## config.mk

```make
export PLATFORM = sky130hd
export DESIGN_NAME = sample_collector
export DESIGN_NICKNAME = d
export VERILOG_FILES = /design/src/rtl/sorter_pkg.sv /design/src/rtl/sorted_insert_half.sv /design/src/rtl/sample_collector.sv
export SDC_FILE = /design/constraint.sdc
export NUM_CORES = 1
export LEC_CHECK = 0
export ABC_AREA = 1
export CAP_MARGIN = 5
export CORE_MARGIN = 3
export CORE_UTILIZATION = 50
export DETAILED_ROUTE_END_ITERATION = 8
export GPL_TIMING_DRIVEN = 1
export PLACE_DENSITY = 0.73
export SETUP_SLACK_MARGIN = 0.2
export SYNTH_ARGS = -nofsm -noshare
export SYNTH_HDL_FRONTEND = slang
export SYNTH_HIERARCHICAL = 1
export SYNTH_SLANG_ARGS = --single-unit
```

## constraint.sdc

```tcl
create_clock -name clk -period 2.33 [get_ports clk]
set_clock_uncertainty 0.15 [all_clocks]
set_input_delay 0.233 -clock clk [delete_from_list [all_inputs] [get_ports clk]]
set_output_delay 0.233 -clock clk [all_outputs]
set_load 0.05 [all_outputs]
```

## src/rtl/sorter_pkg.sv

```systemverilog
// Shared defaults, pad value and FSM encoding for the sample collector.
// Imported by the insertion half and the collector top.
package sorter_pkg;

    localparam int WIDTH_DEF = 3;
    localparam int N_DEF     = 32;

    // Empty slots hold all-ones so they always sort to the top of a half.
    localparam logic [WIDTH_DEF-1:0] PAD = '1;

    typedef enum logic [1:0] {
        FILL_A = 2'd0,
        FILL_B = 2'd1,
        HOLD   = 2'd2
    } state_t;

endpackage

```

## src/rtl/sorted_insert_half.sv

```systemverilog
// One n-entry ascending array with single-cycle stable insertion.
// Slot 0 is lowest; the top slot (always pad) falls off on insert.
module sorted_insert_half
    import sorter_pkg::*;
#(
    parameter int WIDTH = WIDTH_DEF,
    parameter int n     = N_DEF
) (
    input  logic               clk,
    input  logic               rst,
    input  logic               clear,
    input  logic               insert,
    input  logic [WIDTH-1:0]   data,
    output logic [n*WIDTH-1:0] slots
);

    localparam logic [WIDTH-1:0] PAD_W = '1;

    logic [n*WIDTH-1:0] cur;
    logic [n*WIDTH-1:0] nxt;
    logic [n-1:0]       le;

    // Entries not above the new sample stay put; this makes ties stable.
    always_comb begin
        le = '0;
        for (int k = 0; k < n; k++) begin
            le[k] = (cur[k*WIDTH +: WIDTH] <= data);
        end
    end

    // Each slot above the insertion point takes its lower neighbour.
    always_comb begin
        nxt = cur;
        if (!le[0]) begin
            nxt[0 +: WIDTH] = data;
        end
        for (int k = 1; k < n; k++) begin
            if (!le[k]) begin
                nxt[k*WIDTH +: WIDTH] = le[k-1] ? data
                                      : cur[(k-1)*WIDTH +: WIDTH];
            end
        end
    end

    // Array storage: pad on reset/clear, shifted contents on insert.
    always_ff @(posedge clk) begin
        if (rst || clear) begin
            cur <= {n{PAD_W}};
        end else if (insert) begin
            cur <= nxt;
        end
    end

    assign slots = cur;

endmodule

```

## src/rtl/sample_collector.sv

```systemverilog
// Collects samples into two sorted halves and pulses load per half.
// Frame control FSM and the real-sample counter live here.
module sample_collector
    import sorter_pkg::*;
#(
    parameter  int WIDTH = WIDTH_DEF,
    parameter  int n     = N_DEF,
    localparam int CW    = $clog2(2*n) + 1
) (
    input  logic                 clk,
    input  logic                 rst,
    input  logic                 in_valid,
    output logic                 in_ready,
    input  logic [WIDTH-1:0]     in_data,
    input  logic                 flush,
    output logic [1:0]           load,
    output logic [2*n*WIDTH-1:0] inba,
    output logic [CW-1:0]        sample_cnt
);

    state_t        state;
    logic [CW-1:0] cnt;
    logic          accept;
    logic          last_a;
    logic          last_b;
    logic          flush_a;
    logic          ins_a;
    logic          ins_b;
    logic          clear_frame;

    assign in_ready    = !rst && (state != HOLD);
    assign accept      = in_valid && in_ready;
    assign last_a      = accept && (cnt == CW'(n - 1));
    assign last_b      = accept && (cnt == CW'(2*n - 1));
    // A same-cycle sample counts, so flush with one new sample still closes.
    assign flush_a     = flush && (accept || (cnt != '0));
    assign ins_a       = accept && (state == FILL_A);
    assign ins_b       = accept && (state == FILL_B);
    assign clear_frame = (state == HOLD);

    // Frame sequencing, sample counting and registered load pulses.
    always_ff @(posedge clk) begin
        if (rst) begin
            state <= FILL_A;
            cnt   <= '0;
            load  <= 2'b00;
        end else begin
            load <= 2'b00;
            unique case (state)
                FILL_A: begin
                    if (accept) begin
                        cnt <= cnt + CW'(1);
                    end
                    if (last_a && !flush) begin
                        state <= FILL_B;
                        load  <= 2'b01;
                    end else if (flush_a) begin
                        state <= HOLD;
                        load  <= 2'b11;
                    end
                end
                FILL_B: begin
                    if (accept) begin
                        cnt <= cnt + CW'(1);
                    end
                    if (last_b || flush) begin
                        state <= HOLD;
                        load  <= 2'b10;
                    end
                end
                HOLD: begin
                    state <= FILL_A;
                    cnt   <= '0;
                end
                default: begin
                    state <= FILL_A;
                end
            endcase
        end
    end

    assign sample_cnt = cnt;

    sorted_insert_half #(
        .WIDTH(WIDTH),
        .n    (n)
    ) u_half_a (
        .clk   (clk),
        .rst   (rst),
        .clear (clear_frame),
        .insert(ins_a),
        .data  (in_data),
        .slots (inba[n*WIDTH-1:0])
    );

    sorted_insert_half #(
        .WIDTH(WIDTH),
        .n    (n)
    ) u_half_b (
        .clk   (clk),
        .rst   (rst),
        .clear (clear_frame),
        .insert(ins_b),
        .data  (in_data),
        .slots (inba[2*n*WIDTH-1:n*WIDTH])
    );

endmodule

```

# After elaboration in Yosys (flattened, before gate mapping)
# Cells that the tools add are included.
[classes]
addsub = 1
magnitude_cmp = 64
eq_ne = 8
muxes = 72
bitwise_logic = 64
n_reduce_logical = 83
[ops]
columns = ["cell", "count"]
rows = [
  ["3-bit less-or-equal comparator", 64],
  ["3-bit 2-to-1 mux", 62],
  ["2-bit AND reduction", 66],
  ["1-bit NOT", 64],
  ["7-bit one-hot mux with 2 select lines", 1],
  ["2-bit 2-to-1 mux", 6],
  ["1-bit logical AND", 8],
  ["2-bit one-hot mux with 2 select lines", 2],
  ["7-bit by 1-bit adder with 7-bit output, second input constant", 1],
  ["7-bit by 5-bit == test with 1-bit output, second input constant", 1],
  ["7-bit by 6-bit == test with 1-bit output, second input constant", 1],
  ["7-bit 2-to-1 mux", 1],
  ["7-bit nonzero test", 1],
  ["2-bit by 1-bit != test with 1-bit output, second input constant", 2],
  ["1-bit logical OR", 3],
  ["3-bit by 2-bit != test with 1-bit output, second input constant", 1],
  ["2-bit by 1-bit == test with 1-bit output, second input constant", 1],
  ["2-bit == test, second input constant", 1],
  ["1-bit logical NOT", 2],
  ["2-bit logical NOT", 1],
  ["2-bit != test, second input constant", 1],
  ["2-bit nonzero test", 1],
  ["2-bit OR reduction", 1],
]
[totals]
register_bits = 203
input_bits = 7
output_inout_bits = 202
word_cells = 359

# Logic depth before layout (Yosys ltp)
[logic_depth]
word_depth = 8
ltp_mapped = 11
ltp_nobuf = 9

# Hierarchy
# Netlist, hierarchy kept.
[by_module_without_submodules]
columns = ["module", "n_inst", "cells_per_inst", "area_per_inst_um2", "seq_area_each_um2"]
rows = [
  ["sorted_insert_half", 2, 983, 7483.4, 1921.8],
  ["sample_collector", 1, 84, 608.1, 220.2],
]

# Least setup slack after synthesis
# No wires, ideal clock.
[synth_path]
path_kind = "input-to-reg"
start = "in in_data[2]"
end = "reg u_half_a.cur[4] (netlist: u_half_a/slots[4])"
setup_ns = 0.116
t_arrival_ns = 1.759
required_time_ns = 2.064
path_slack_ns = 0.305
cell_stages = 9
n_path_buf = 1
cell_sequence = "inv_1 > buf_2 > ha_1 > a21oi_1 > nand2_1 > nand2_1 > nand2_1 > nand3_1 > nand2_1"
[synth_between]
elab_chain_cells = 3
elab_cells_between_ends = 5
classes_between = "order compare (2); mux (1); bitwise (1); reduce/logical (1)"
[synth_lines]
columns = ["item", "line", "text"]
rows = [
  ["start: declaration", "sample_collector.sv:14", "input logic [WIDTH-1:0] in_data,"],
  ["3-bit less-or-equal comparator", "sorted_insert_half.sv:27", "le[k] = (cur[k*WIDTH +: WIDTH] <= data);"],
  ["1-bit NOT (no line)", "--", ""],
  ["2-bit AND reduction (no line)", "--", ""],
  ["end signal: assignment", "sorted_insert_half.sv:48", "cur <= {n{PAD_W}};"],
  ["end signal: assignment", "sorted_insert_half.sv:50", "cur <= nxt;"],
  ["end: declaration", "sorted_insert_half.sv:19", "logic [n*WIDTH-1:0] cur;"],
]
# Several ways; a longest one is shown, not always the timed one.
# A chain may end at the register's enable or synchronous reset.

# Final worst setup path
[layout_path]
start = "reg u_half_b.cur[84] (netlist: u_half_b/slots[84])"
end = "out inba[180]"
[layout_lines]
columns = ["item", "line", "text"]
rows = [
  ["start: declaration", "sorted_insert_half.sv:19", ""],
  ["start signal: assignment", "sorted_insert_half.sv:48", ""],
  ["start signal: assignment", "sorted_insert_half.sv:50", ""],
  ["end: declaration", "sample_collector.sv:17", "output logic [2*n*WIDTH-1:0] inba,"],
]
# No word-level cell between the ends.

==> impl_metrics.csv <==
group,metric,value,unit
power,netSwitchingFraction,34.4,%
setup_path,critPathBufInv,1,
place,io_buffers,208,
power,p_leak,7.97,nW
setup_path,crit_path_start,"u_half_b/slots[84]$_SDFFE_PP1P_",
floorplan,core_area,30200,sq um
layout,syn2layout_area_growth,23.9,%
place,hpwlAfterDp,30100,microns
timing,fin_crit_sh,88.9,%
clock_tree,clk_latency,0.54,ns
layout,stdcell_area,19300,sq um
global_route,antenna_found_initial,0,
timing,fmax,483,MHz
floorplan,die_area,33300,sq um
hold_path,hp-class,"in -> reg",
power,clock_power_share,38.1,%
global_route,grt_pass1_vias,14600,
floorplan,start_util,51.6,%
synth,netlist.area_leader.share,26.1,%
power,p_per_area,563,nW/um^2
place,dpl_cell_area,18600,sq um
global_route,track_usage,24.3,%
clock_tree,post_cts_buffers,0,
run_status,status,"finished, final reports clean",
job,max-cap-violations,0,
hold_path,hold_depth,4,
setup_path,startpoint_type,"flip-flop",
synth,yosys.area.top_type,"dfxtp_1",
detailed_routing,wl_per_cell,15.2,microns
layout,layout.nets,2523,
floorplan,top_level_ports,209,
global_route,grt_pass1_wl,69700,microns
detailed_routing,postRouteAntennaNets,0,
timing,finalSetupTns,0,ns
floorplan,row_count,63,
layout,drive_above_1_share,15.5,%
synth,ys_seq_area_share,26.1,%
clock_tree,clkTransAtPathRegs,0.06,ns
setup_path,crit_family,"buffers and inverters",
timing,finalSetupViolations,0,
timing,worst_pin_slew,0.620,ns
clock_tree,cts_made_buffers,26,
synth,yosysUniqueCellTypes,27,
setup_path,cp-end-kind,"output pin",
timing,rsz0062_at_grt,"no",
global_route,grt_max_degree,43,
detailed_routing,drt_iter0_markers,897,
synth,syn_inst,2050,
setup_path,r2r_start,"state[0]$_SDFFE_PP0P_",
layout,layout_commonest_cell,"nand2_1",
detailed_routing,firstDrtPassIters,5,
setup_path,critPathSlowestCell,"clkdlybuf4s50_1",
detailed_routing,via_per_inst,5.49,
setup_path,reg2reg_depth,8,
floorplan,dieWidth,182,microns
detailed_routing,drc,0,
setup_path,required,1.95,ns
synth,syn_area,15600,sq um
hold_path,holdCritStartpoint,"in_data[2]",
timing,min_period,2.07,ns
clock_tree,cts_tree,"built",
synth,ys_ff_latch,203,
layout,antennaDiodeCount,0,
clock_tree,cts_buffer_depth,3,
detailed_routing,num_vias,15000,
timing,maxSlewViolCount,0,
setup_path,worstSetupPathType,"reg -> out",
detailed_routing,drt_wl_total,41400,microns
synth,yosys_warnings,6,
timing,hold_viol,0,
floorplan,fp.dieH,182,microns
power,p_int,0.00712,W
clock_tree,h-tree-depth,1,
timing,relSlewSlack,58.8,%
synth,netlist_top_cells_area,"dfxtp_1, ha_1, nand3_1",
power,peakVddDrop,0.000478,V
timing,worst_hold_slack,0.138,ns
power,power_frac_comb,26.9,%
power,power.switching,0.00374,W
setup_path,critical_path_depth,1,
setup_path,cpPeakStageDelay,0.81,ns
power,p_seq_share,35.0,%
global_route,overflow,0,
clock_tree,clockRootBuffer,"clkbuf_16",
setup_path,critPathMaxFanout,3,
place,gp_congestion,0.843,
synth,syn_avg_cell_area,7.60,sq um
setup_path,path_cells,"clkdlybuf4s50_1",
synth,synth_fp_nets,2251,
layout,final_cell_mix,"nand2_1, nand3_1, dfxtp_1",
setup_path,arrival,1.69,ns
clock_tree,cts_sinks,203,
==> registers in the layout, summed over array words and instances (netlist names) <==
| name | flops |
|---|---|
| u_half_a/slots | 96 |
| state | 2 |
| u_half_b/slots | 96 |
| load | 2 |
| sample_cnt | 7 |
==> cells by family (layout without fill, tap and decap cells) <==
family                     Yosys count  after routing  synth area share [%]
AOI/OAI and AO/OA                  263            263                  11.9
xor gates and xnor gates             2              2                 0.112
adders and majority gates          194            194                  15.6
buffers and inverters              259            551                  7.82
DFF                                203            203                  26.1
and+or+nand+nor                   1129           1129                  38.5
==> timing repair <==
| action | 4_1_cts | 5_1_grt |
|---|---|---|
| gates resized for setup | 190 | 9 |
| endpoints found under the hold margin | 0 | 0 |
| hold buffers | 0 | 0 |
| setup endpoints to repair | 190 | 14 |
==> routing by layer <==
layer / GRT usage, % / vias to the layer above / share of wire (%)
li1: - / 7576 / -
met1: 30.6 / 6955 / 45
met2: 42.3 / 398 / 46
met3: 4.88 / 77 / 6.7
met4: 6.70 / 0 / 2.6
met5: 0 / - / 0
==> through the flow <==
step | worst slack (ns) | util [%] | instances | power [W]
2_1_floorplan | 0.305 | - | 2050 | 0.00599
3_3_place_gp | -0.136 | 61.7 | 2684 | 0.00677
3_5_place_dp | -0.206 | 61.7 | 2684 | 0.00689
4_1_cts | 0.203 | 63.8 | 2732 | 0.0110
5_1_grt | 0.214 | 63.9 | 2732 | 0.0114
6_report | 0.259 | 63.9 | 2732 | 0.0109
==> synth_stat cells, drive strengths merged <==
cell      n
nand3   452
nor2     21
nand2   525
nand4     7
o21ai     4
inv     212
dfxtp   203
ha      194
nand3b  124
buf      33
xor2      2
a21oi   258
clkbuf   14
o21bai    1
==> path summary, 6_finish.rpt <==
check | endpoint | slack (ns)
min reg2reg | u_half_a/slots[72]$_SDFFE_PP1P_ | 0.34
min | u_half_a/slots[2]$_SDFFE_PP1P_ | 0.14
max | inba[180] | 0.26
max reg2reg | u_half_a/slots[67]$_SDFFE_PP1P_ | 0.48
==> power groups by stage <==
| stage | clock network (W) | registers, W | logic, W |
|---|---|---|---|
| 6_report | 0.00414 | 0.00380 | 0.00292 |
| 3_3_place_gp | 0 | 0.00387 | 0.00289 |
| 2_1_floorplan | 0 | 0.00432 | 0.00167 |
| 3_5_place_dp | 0 | 0.00388 | 0.00301 |
| 5_1_grt | 0.00439 | 0.00382 | 0.00324 |
| 4_1_cts | 0.00425 | 0.00380 | 0.00293 |
==> layout make-up <==
cell class | instances | area, sq um
Fill cell | 2709 | 10900
Multi-Input combinational cell | 1588 | 10300
Sequential cell | 203 | 4060
Timing Repair Buffer | 291 | 2750
Inverter | 212 | 801
Clock buffer | 39 | 791
Tap cell | 390 | 488
Clock inverter | 9 | 97.6
==> worst reg2reg max path, stage by stage, from the launching register on <==
cell	delay, ns
dfxtp_1	0.40
inv_2	0.10
nand2_4	0.12
inv_2	0.08
nor2_4	0.22
inv_4	0.21
buf_12	0.25
a21oi_1	0.16
nand2_1	0.07
Note: power is estimated with default switching activity, not from simulation.
